[src/rtl/uart_rx.sv]
// uart_rx -- 8N1-style UART receiver.
//
// Oversamples the asynchronous serial line on tick_i (Oversample pulses per
// bit period, supplied by the shared baud generator). Each frame begins with
// a falling edge, which is checked again at the middle of the start bit.
// Data bits are then sampled at their centres, LSB first, and the stop bit
// is checked. Every received word is reported with a one-cycle pulse.
//
// Ports:
//   clk_i        system clock
//   rst_ni       asynchronous active-low reset
//   tick_i       oversample enable, one clk wide
//   rxd_i        asynchronous serial input, idle high
//   data_o       last correctly framed word (held until the next good frame)
//   dv_o         one-cycle pulse: new word on data_o
//   frame_err_o  one-cycle pulse: stop bit sampled low
//   busy_o       high while a frame is in progress
module uart_rx #(
  parameter int DataWidth  = 8,
  parameter int Oversample = 16
) (
  input  logic                 clk_i,
  input  logic                 rst_ni,
  input  logic                 tick_i,
  input  logic                 rxd_i,
  output logic [DataWidth-1:0] data_o,
  output logic                 dv_o,
  output logic                 frame_err_o,
  output logic                 busy_o
);

  localparam int TW = $clog2(Oversample);
  localparam int BW = $clog2(DataWidth + 1);

  localparam logic [TW-1:0] TickMid  = TW'(Oversample / 2 - 1);
  localparam logic [TW-1:0] TickLast = TW'(Oversample - 1);
  localparam logic [TW-1:0] TickOne  = TW'(1);
  localparam logic [BW-1:0] BitLast  = BW'(DataWidth - 1);
  localparam logic [BW-1:0] BitOne   = BW'(1);

  typedef enum logic [1:0] {
    Idle,
    StartBit,
    DataBits,
    StopBit
  } state_t;

  state_t state, state_next;

  logic sync1, rxs, prev;
  logic [TW-1:0] tick_cnt;
  logic [BW-1:0] bit_cnt;
  logic [DataWidth-1:0] shift_reg;

  logic start_edge;
  logic stop_sample;
  logic dv_next;
  logic err_next;

  // Synchronizer and history flops reset high so that reset itself never
  // looks like a falling edge on an idle line.
  always_ff @(posedge clk_i or negedge rst_ni) begin
    if (!rst_ni) begin
      sync1 <= 1'b1;
      rxs   <= 1'b1;
      prev  <= 1'b1;
    end else begin
      sync1 <= rxd_i;
      rxs   <= sync1;
      prev  <= rxs;
    end
  end

  // A start needs a genuine high-to-low transition, so a line stuck low
  // (break) cannot retrigger until it has gone high again.
  assign start_edge = prev & ~rxs;

  always_ff @(posedge clk_i or negedge rst_ni) begin
    if (!rst_ni) begin
      state <= Idle;
    end else begin
      state <= state_next;
    end
  end

  always_comb begin
    state_next = state;
    case (state)
      Idle: begin
        if (start_edge) state_next = StartBit;
      end
      StartBit: begin
        // Mid start bit: a line back high means the edge was a glitch.
        if (tick_i && tick_cnt == TickMid) state_next = rxs ? Idle : DataBits;
      end
      DataBits: begin
        if (tick_i && tick_cnt == TickLast && bit_cnt == BitLast) state_next = StopBit;
      end
      StopBit: begin
        // Leaving at mid stop bit leaves half a bit to catch the next start edge.
        if (tick_i && tick_cnt == TickLast) state_next = Idle;
      end
      default: state_next = Idle;
    endcase
  end

  always_comb begin
    stop_sample = (state == StopBit) && tick_i && (tick_cnt == TickLast);
    dv_next     = stop_sample & rxs;
    err_next    = stop_sample & ~rxs;
  end

  // Counters, shift register and registered outputs. The tick counter is
  // cleared on every state change, so each state counts from zero.
  always_ff @(posedge clk_i or negedge rst_ni) begin
    if (!rst_ni) begin
      tick_cnt    <= '0;
      bit_cnt     <= '0;
      shift_reg   <= '0;
      data_o      <= '0;
      dv_o        <= 1'b0;
      frame_err_o <= 1'b0;
      busy_o      <= 1'b0;
    end else begin
      if (state == DataBits && tick_i && tick_cnt == TickLast) begin
        shift_reg <= {rxs, shift_reg[DataWidth-1:1]};
        bit_cnt   <= bit_cnt + BitOne;
      end
      if (state != state_next) begin
        tick_cnt <= '0;
        if (state_next == StartBit || state_next == DataBits) bit_cnt <= '0;
      end else if (tick_i && state != Idle) begin
        tick_cnt <= (tick_cnt == TickLast) ? '0 : tick_cnt + TickOne;
      end
      dv_o        <= dv_next;
      frame_err_o <= err_next;
      if (dv_next) data_o <= shift_reg;
      busy_o      <= (state_next != Idle);
    end
  end

endmodule

[config.mk]
export PLATFORM = sky130hd
export DESIGN_NAME = uart_rx
export DESIGN_NICKNAME = d
export VERILOG_FILES = /design/src/rtl/uart_rx.sv
export SDC_FILE = /design/constraint.sdc
export NUM_CORES = 1
export LEC_CHECK = 0
export CAP_MARGIN = 5
export CORE_MARGIN = 4
export CORE_UTILIZATION = 48
export CTS_BUF_LIST = sky130_fd_sc_hd__clkbuf_8 sky130_fd_sc_hd__clkbuf_16
export CTS_CLUSTER_SIZE = 16
export DETAILED_ROUTE_END_ITERATION = 8
export PLACE_DENSITY = 0.73
export SLEW_MARGIN = 10
export SYNTH_ARGS = -nofsm -noshare
export SYNTH_HDL_FRONTEND = slang
export SYNTH_SLANG_ARGS = --single-unit
[constraint.sdc]
create_clock -name clk_i -period 4.2 [get_ports clk_i]
set_input_delay 1.05 -clock clk_i [delete_from_list [all_inputs] [get_ports clk_i]]
set_output_delay 1.05 -clock clk_i [all_outputs]
set_load 0.01 [all_outputs]
=== Word-level counts from Yosys, hierarchy flattened ===
Cells that the tools add are included.

* Add/subtract/negate cells: 2
* Bitwise logic cells: 4
* Reductions and logical operators: 13
* Div/mod/pow operators: 0
* Magnitude comparators: 0
* Multiplexer cells: 12
* Shift-type cells: 0
* Equal/unequal tests: 9
* Multiply operators: 0

{| class="wikitable"
|+ Operators by type and width
! kind !! count
|-
| 4-bit two-way mux || 6
|-
| 2-bit two-way mux || 5
|-
| 4-bit by 1-bit adder with 4-bit output (second input constant) || 2
|-
| 4-bit by 3-bit == test with 1-bit output (second input constant) || 2
|-
| 1-bit logical AND || 8
|-
| 2-bit case mux with 4 select lines || 1
|-
| 2-bit == test (second input constant) || 3
|-
| 2-bit nonzero test || 3
|-
| 2-bit by 1-bit == test with 1-bit output (second input constant) || 2
|-
| 4-bit == test (second input constant) || 1
|-
| 1-bit bitwise AND || 3
|-
| 2-bit logical NOT || 1
|-
| 2-bit != test || 1
|-
| 1-bit logical OR || 1
|-
| 1-bit NOT || 1
|}

* Word-level logic and storage cells: 51
* Input bits: 4
* Flip-flop bits (word level): 32
* Memories: 0
* Bits in writable memories: 0
* Output and inout bits: 11
* Bits in latches: 0
* Memory bits (read-only): 0

=== Longest topological paths before layout ===
* Depth after elaboration: 9
* Mapped depth: 5
* Gate-level depth less buffers: 5

=== Worst setup path after synthesis ===
Ideal clock, no wire load.

* Kind: input to register
* Start: input port tick_i
* End: register data_o[0]
* Slack: 2.098 ns
* Buffers on the path: 1
* Setup time: 0.125 ns
* Required time: 4.075 ns
* Stages: 4
* Arrival time: 1.977 ns
* Cells stage by stage: nand4_4 > or3_1 > buf_6 > mux2_4

* Longest elaborated chain between the ends: 3

{| class="wikitable"
|+ Ends and longest elaborated chain
! element !! RTL line !! text
|-
| from (decl) || 24 || <nowiki>input logic tick_i,</nowiki>
|-
| 1-bit logical AND (2 in series) || 108 || <nowiki>stop_sample = (state == StopBit) && tick_i && (tick_cnt == TickLast);</nowiki>
|-
| 1-bit bitwise AND || 109 || <nowiki>dv_next = stop_sample & rxs;</nowiki>
|-
| to (signal assigned) || 137 || <nowiki>if (dv_next) data_o <= shift_reg;</nowiki>
|-
| to (decl) || 26 || <nowiki>output logic [DataWidth-1:0] data_o,</nowiki>
|}

Every way passes these cells.
A chain may end at the register's enable or synchronous reset.

=== Worst setup path in the final report ===
* Start: input port tick_i
* End: register data_o[6]

The elaborated chain is that of the path after synthesis.

==> run summary <==
PwrDens = 454 nW/um^2
Die ar. = 3960 sq um
Kind of critical path = input port to register
Wire length per cell = 15.0 microns
Count of pins over their slew limit = 0
Gpl congestion = 0.791
Maximum vdd drop = 0.215 mV
First-pass GRT wire length = 4330 microns
H-tree depth = 2
DR iter-0 viols = 53
Most frequent cells in the layout = dfrtp_1 (29), clkdlybuf4s50_1 (14), nand2_1 (9), mux2_2 (9), a21oi_1 (9)
Register area = 805 sq um
IO buf count = 14
Post-route minimum period = 2610 ps
Area of the multi-input gates = 598 sq um
Startpoint types = input port
Slew HR = 0.649
Final Hold Viols = 0
Sw power = 232 uW
# hold bufs at CTS = 0
Internal = 543 uW
CP endpoint kind = register
Most common cell after layout, fill and taps aside = dfrtp_1
CTS clk-pin slew, worst paths = 60 ps
Antenna Nets Post-Route = 0
Critical path, cell by cell = clkdlybuf4s50_1, nand4_4, or3_1, mux2_4
Met3 WL = 149 microns
Yosys reg bits = 32
Ys Warns = 0
Dominant cell type by area after synthesis = dfrtp_1
Post-CTS Resized = 0
Worst endpoint data arrival time = 2780 ps
CP max stage cell = or3_1
RSZ-0062 raised after global routing = no
Via count = 927
Worst hold path type = register to register
Mapped Cells = 115
Syn_nets = 121
Core Area = 2830 sq um
Worst skew pair latency = 280 ps
Setup TNS = 0 ps
FP Rows = 19
Clock Power Share = 0.324
Pre-Repair DR Iteration Count = 4
TritonCTS clock tree = done
Post-route cell area = 1710 sq um
CP max stage delay = 610 ps
Initial antenna violation count = 0
Boundary Pins = 15
Max-Cap Viols = 0
Cell depth of the worst setup path = 4
CP top delay family = simple AND/OR/NAND/NOR gates
CP Data Required Time = 4370 ps
Clock skew = 4.80 ps
Vias in the first global route = 911
Crit path capture = data_o[6]$_DFFE_PN0P_
Wire length on met1 = 1130 microns
Switch share = 0.299
Global route total overflow = 0
Root buf cell = clkbuf_8
CP max FO = 9
R2r startpoint = tick_cnt[0]$_DFFE_PN0P_
Placed Instance Area = 1610 sq um
Reg2reg path depth = 4
Leak = 0.000793 uW
Layout cell share with drive strength beyond 1 = 0.246
Seq pwr share = 0.511
Max Buffers Root-to-Sink = 2
Cell area after synthesis = 1450 sq um
Pin count of the biggest net entering global routing = 33
Die H = 62.9 microns
Dpl cells = 157
Post-layout nets = 139
FF-to-FF setup slack = 2170 ps
Via-per-instance ratio = 5.62
Period utilization = 0.622
Fin cells = 165
Buffers and inverters on the worst path = 1
Peak Freq = 0.383 GHz
Post-CTS setup buffers = 0
Top post-synthesis cells by area = dfrtp_1 (50%), mux2_4 (8.3%), mux2_2 (7.0%)
Critical path origin = tick_i
Uppermost routed layer = met4
HPWL Detailed = 1760 microns
WL met2 = 1150 microns
Library cells used by synthesis = 33
Setup Viol. Count Final = 0
Worst slew pin tran = 527 ps
Register area share after synthesis = 0.556
Mapped Avg Cell Area = 12.6 sq um
GR Util All Layers = 0.142
Status = complete, no violations
R2r endpoint = data_o[6]$_DFFE_PN0P_
Number of diodes = 0
Die Width = 62.9 microns
Post-synth top area share = 0.501
Comb power frac = 0.165
Fill cells = 246
Drt drc = 0
Final Core Density = 0.604
Starting Density = 0.512
CTS Sinks = 32
WL final = 2480 microns
Synth-to-layout area growth = 18.0%
Num CTS Buffers = 5
## cell usage after synthesis
| library cell | count |
|---|---|
| buf_2 | 3 |
| and3b_1 | 1 |
| nor4b_1 | 1 |
| nand2_1 | 9 |
| mux2_2 | 9 |
| dfrtp_1 | 29 |
| a211oi_2 | 1 |
| nor2_2 | 1 |
| a21oi_1 | 9 |
| and3_2 | 1 |
| dfstp_2 | 3 |
| a311oi_1 | 1 |
| o22ai_1 | 1 |
| or3b_1 | 1 |
| or3_1 | 2 |
| nor2_1 | 4 |
| o21ai_0 | 3 |
| mux2i_1 | 1 |
| buf_6 | 1 |
| ha_1 | 2 |
| nand4_4 | 1 |
| a221oi_2 | 1 |
| nand3_1 | 3 |
| nor3_1 | 3 |
| xnor2_1 | 3 |
| a31oi_1 | 3 |
| o21a_1 | 1 |
| nand2b_1 | 1 |
| xor2_1 | 1 |
| a221o_1 | 1 |
| inv_1 | 5 |
| mux2_4 | 8 |
| o2111ai_1 | 1 |
## metrics by stage
| stage | power (uW) | setup slack, ps | hold WS [ps] |
|---|---|---|---|
| global route | 824 | 1500 | 368 |
| CTS | 781 | 1580 | 360 |
| finish | 775 | 1590 | 359 |
| global placement | 520 | 1340 | 346 |
| detailed placement | 529 | 1280 | 352 |
| floorplan | 491 | 2100 | 345 |
## routing by layer
metal / vias to the layer above / global-route usage
li1: 446 / -
met2: 24 / 0.211
met5: - / 0
met1: 451 / 0.178
met3: 6 / 0.0665
met4: 0 / 0.0579
## power by group through the flow
stage	Clock, uW	Sequential (uW)	Combinational, uW
floorplan	0	371	120
global placement	0	397	122
detailed placement	0	400	129
CTS	256	395	130
global route	273	403	147
finish	251	396	128
## layout make-up
type,instances,area share
clock inverter,1,0.00220
multi-input combinational,74,0.350
timing repair buffer,15,0.0864
tap,31,0.0227
inverter,5,0.0110
clock buffer,7,0.0564
sequential,32,0.471
## cells by family (layout without fill, tap and decap cells)
family | after synthesis | count (layout) | share of synthesized area
multiplexers | 18 | 18 | 0.160
flip-flops | 32 | 32 | 0.556
buffers and inverters | 9 | 28 | 0.0311
adder cells (fa/ha/maj) | 2 | 2 | 0.0173
XOR/XNOR | 4 | 4 | 0.0242
AO/OA/AOI/OAI | 22 | 22 | 0.102
AND/OR/NAND/NOR | 28 | 28 | 0.110
## worst min-delay path by stage
stage,from,to,slack [ps],cells past startpoint
2_1_floorplan,sync1$_DFF_PN1_,rxs$_DFF_PN1_,350,0
3_3_place_gp,sync1$_DFF_PN1_,rxs$_DFF_PN1_,350,0
3_5_place_dp,sync1$_DFF_PN1_,rxs$_DFF_PN1_,350,0
4_1_cts,sync1$_DFF_PN1_,rxs$_DFF_PN1_,360,0
5_1_grt,sync1$_DFF_PN1_,rxs$_DFF_PN1_,370,0
6_report,sync1$_DFF_PN1_,rxs$_DFF_PN1_,360,0
(Power assumes the default switching activity.)
==> variant 1 (same flow settings) <==
Set the parameter `DataWidth` to 16 (it was 8).
--- a/src/rtl/uart_rx.sv
+++ b/src/rtl/uart_rx.sv
@@ -18,3 +18,3 @@
 module uart_rx #(
-  parameter int DataWidth  = 8,
+  parameter int DataWidth  = 16,
   parameter int Oversample = 16
Ports: changed (resized data_o); port bits go from 15 to 23. No check against the original RTL was run, so the function may have changed too.
==> variant 1 against the unedited design <==
- area after synthesis is 43% higher
- power is 30% higher
- cell area is 41% higher
- hold slack better by 0.0017 ns
- wire length is 32% higher
- largest cell class unchanged
- clock skew is 0.0045 ns higher
- sequential cell count is 17 higher
- setup slack worse by 0.24 ns
- combinational power is 35% higher
- utilization is 1.3 points lower
- die area is 37% higher
- via count is 32% higher
- global-route usage is 0.25 points lower
==> variant 1: results (changes against the unedited design) <==
Outcome
  • Outcome: completed

Worst setup path
  • Critical-path top delay cell: clkdlybuf4s50_1
  • Largest stage delay, worst path: 0.57 ns (-0.04 ns)
  • Worst Setup EP: shift_reg[14]
  • Worst Reg-to-Reg Cells: 5 (+1)
  • Critical path arrival: 3.04 ns (+0.26 ns)
  • Worst-path maximum fanout: 13 (+4)
  • Critical R2R Capture: shift_reg[14]
  • Reg2reg setup slack: 1.94 ns (-0.23 ns)

Synthesis
  • Synthesized Nets: 157 (+30%)
  • Synth area leaders: dfrtp_1 55%, mux2_2 12%, mux2_4 6.5%
  • Seq/Total Area, Yosys: 59.3% (+3.7 points)
  • Post-synth top cells: 46 x dfrtp_1, 23 x mux2_2, 10 x a21oi_1, 9 x mux2_4, 8 x nand2_1

Power
  • Sequential Power: 0.000564 W (+42%)
  • Comb power frac: 17.2% (+0.7 points)
  • VDD IR-drop max: 215 uV (+0.15%)
  • Pleak: 1.13 nW (+43%)

Layout
  • Bufs w/o clock: 23 (+8)
  • Inverters: 6 (+1)
  • Clkbuf count: 5 (-2)
  • Design Area, Final: 2410 sq um (+41%)
  • Clock buf/inv share: 3.73% (-2.1 points)
  • #MultiIn Comb: 89 (+20%)
  • Signal buf overhead: 9.23% (+0.58 points)
  • Non-filler instance count after layout: 225 (+36%)
  • Fill count: 335 (+36%)

Drt
  • Via/cell ratio: 5.44 (-3.1%)
  • Routed WL per cell: 14.6 um (-3.0%)
  • Iteration-0 DRC Markers: 126 (+140%)

STA
  • Setup Skew: 0.00928 ns (+0.00447 ns)
  • Hold slack: 0.361 ns (+0.00173 ns)
  • Fin worst setup slack: 1.35 ns (-0.238 ns)
  • Worst Tran Pin Value: 1.03 ns (+0.508 ns)

Global route
  • Largest net degree at the start of global routing: 50 (+52%)
  • GRT Overall Usage: 14.0% (-0.25 points)
  • First-pass GRT wire length: 5.75 mm (+33%)
  • Number of global-route vias before repair: 1258 (+38%)

Place
  • Placed Instance Area: 2320 sq um (+45%)
  • Placement Setup Slack: 1.00 ns (-0.281 ns)
  • Global placer's final weighted congestion: 0.803 (+1.5%)
[variant 1: logic make-up (layout without fill, tap and decap cells)]
| logic type | after synthesis | in the layout | synth area share, % |
|---|---|---|---|
| buffers and inverters | 11 | 37 | 2.83 |
| adder cells (fa/ha/maj) | 4 | 4 | 2.41 |
| multiplexers | 33 | 33 | 19.5 |
| XOR/XNOR | 4 | 4 | 1.69 |
| AND/OR/NAND/NOR | 27 | 27 | 7.60 |
| flip-flops | 49 | 49 | 59.3 |
| AO/OA/AOI/OAI | 21 | 21 | 6.70 |
[variant 1: critical path: cells and delay by family]
kind,cells,cell delay (ns)
buffers and inverters,2,0.90
and+or+nand+nor,2,0.74
muxes,1,0.35
[variant 1: layer usage]
layer | wire (um) | share of wire [%] | GRT usage, %
met1 | 1440 | 44 | 17.9
met3 | 135 | 4.1 | 5.34
met4 | 21 | 0.64 | 4.83
met2 | 1690 | 51 | 21.7
met5 | 0 | 0 | 0
==> variant 2 (same flow settings) <==
Without the edit above. The 4 states of `state_t` get a one-hot encoding in 4 bits.
--- a/src/rtl/uart_rx.sv
+++ b/src/rtl/uart_rx.sv
@@ -40,7 +40,7 @@
 
-  typedef enum logic [1:0] {
-    Idle,
-    StartBit,
-    DataBits,
-    StopBit
+  typedef enum logic [3:0] {
+    Idle     = 4'b0001,
+    StartBit = 4'b0010,
+    DataBits = 4'b0100,
+    StopBit  = 4'b1000
   } state_t;
Check against the original RTL: no difference found for any inputs over 10 cycles, from zero or initial values and one cycle with rst_ni low; not proved beyond that.
==> variant 2 against the unedited design <==
- power grew 2.9%
- sequential cell count increased by 2
- sequential share of layout area decreased by 2.4 points
- critical path depth grew 1
- wire length grew 28%
- via count up 26%
- count of clock-buffer cells in the layout is 1 lower
- die area rose by 8.4%
- area after synthesis increased by 9.6%
- cell area grew 12%
- setup slack got worse by 0.23 ns
- sequential power is 9.3% lower
- combinational power decreased by 49%
==> variant 2: results (changes against the unedited design) <==
STA
  • Worst Tran Pin Value: 0.744 ns (+0.218 ns)
  • Setup_tns: 0 ns (unchanged)
  • Setup Skew: 0.00316 ns (-0.00165 ns)

Synthesis
  • Synthesized Nets: 137 (+13%)
  • Seq/Total Area, Yosys: 53.9% (-1.6 points)
  • Synth area leaders: dfrtp_1 47%, mux2_1 11%, dfstp_2 6.6%
  • Post-synth top cells: 30 x dfrtp_1, 16 x mux2_1, 7 x nor2_1
  • Cell variety after synth: 43 (+30%)

Drt
  • Iteration-0 DRC Markers: 51 (-3.8%)
  • Final WL: 3.18 mm (+28%)
  • Via/cell ratio: 6.02 (+7.1%)

Global route
  • Largest net degree at the start of global routing: 35 (+6.1%)
  • GRT Overall Usage: 17.1% (+2.9 points)
  • First-pass GRT wire length: 5.52 mm (+28%)
  • Number of global-route vias before repair: 1140 (+25%)

Hold path
  • Hold EP: rxs

Power
  • Sw Share: 21.7% (-8.2 points)
  • VDD IR-drop max: 229 uV (+6.5%)
  • Pleak: 0.868 nW (+9.5%)

Place
  • Global placer's final weighted congestion: 0.896 (+13%)
  • Detailed placer's ending HPWL: 2.12 mm (+20%)

Worst setup path
  • R2r startpoint: state[0]
  • Critical-path top delay cell: clkdlybuf4s50_1
  • Critical path arrival: 3.00 ns (+0.22 ns)
  • Reg2reg setup slack: 1.80 ns (-0.37 ns)
  • Critical R2R Capture: bit_cnt[3]
  • Largest stage delay, worst path: 0.59 ns (-0.02 ns)

Outcome
  • Outcome: completed

Layout
  • Fraction of layout cells with a size suffix above 1: 12.0% (-13 points)

CTS
  • Post-cts sizing count: 0 (unchanged)
[variant 2: cell types whose count changed in the layout (fill, tap and decap cells not counted), sizes merged, moves of 3 or more]
cell	change
xnor2	-3
inv	-3
or4b	+3
o41ai	+3
and3	+3
a21oi	-6
nor4	+5
o2111ai	+4
nand2	-4
[variant 2: worst max-delay path by stage]
stage,endpoint,start,slack [ns],depth (start not counted)
floorplan,shift_reg[0],tick_i,1.97,3
global placement,bit_cnt[1],tick_i,1.19,5
detailed placement,bit_cnt[1],tick_i,1.11,5
CTS,bit_cnt[3],tick_i,1.38,5
global route,bit_cnt[1],tick_i,1.17,5
finish,bit_cnt[3],tick_i,1.35,5
[variant 2: cells by family (layout without fill, tap and decap cells)]
logic type	after synthesis	after routing	synth area share (%)
and+or+nand+nor	42	42	16.8
DFF	34	34	53.9
AOI/OAI and AO/OA	27	27	12.3
muxes	18	18	12.6
buffers and inverters	7	26	2.21
adders and majority gates	2	2	1.58
xor gates and xnor gates	1	1	0.552
[variant 2: cell type report]
class                      instances  area, sq um
multi-input combinational         90          702
tap                               44         55.1
inverter                           3         11.3
timing repair buffer              15          148
clock buffer                       6         82.6
fill                             257         1190
clock inverter                     2         60.1
sequential                        34          856
[variant 2: power by group through the flow]
| stage | sequential, W | clock (W) | combinational [W] |
|---|---|---|---|
| floorplan | 0.000360 | 0 | 0.0000450 |
| global placement | 0.000363 | 0 | 0.0000627 |
| detailed placement | 0.000364 | 0 | 0.0000661 |
| CTS | 0.000358 | 0.000378 | 0.0000661 |
| global route | 0.000361 | 0.000396 | 0.0000744 |
| finish | 0.000359 | 0.000373 | 0.0000659 |
[variant 2: per-stage QoR]
stage	setup WS, ns	area [sq um]	std cells	hold slack [ns]
after detailed placement	1.11	1770	186	0.354
after CTS	1.38	1910	194	0.368
after global routing	1.17	1910	194	0.378
after global placement	1.19	1770	186	0.350
final	1.35	1910	194	0.366
after floorplan	1.97	1590	131	0.345
[variant 2: per-layer routing]
metal  GRT usage, %  vias up  wire length, um
met3           5.47        4              215
met4           8.03        0               32
met1           22.7      574             1380
li1               -      541                -
met2           25.4       48             1550
met5              0        -                0
[variant 2: worst register-to-register path, delay by kind of cell (launching register included)]
kind	cells	cell delay [ns]
AO/OA/AOI/OAI	1	0.37
AND/OR/NAND/NOR	3	1.31
flip-flops	1	0.60
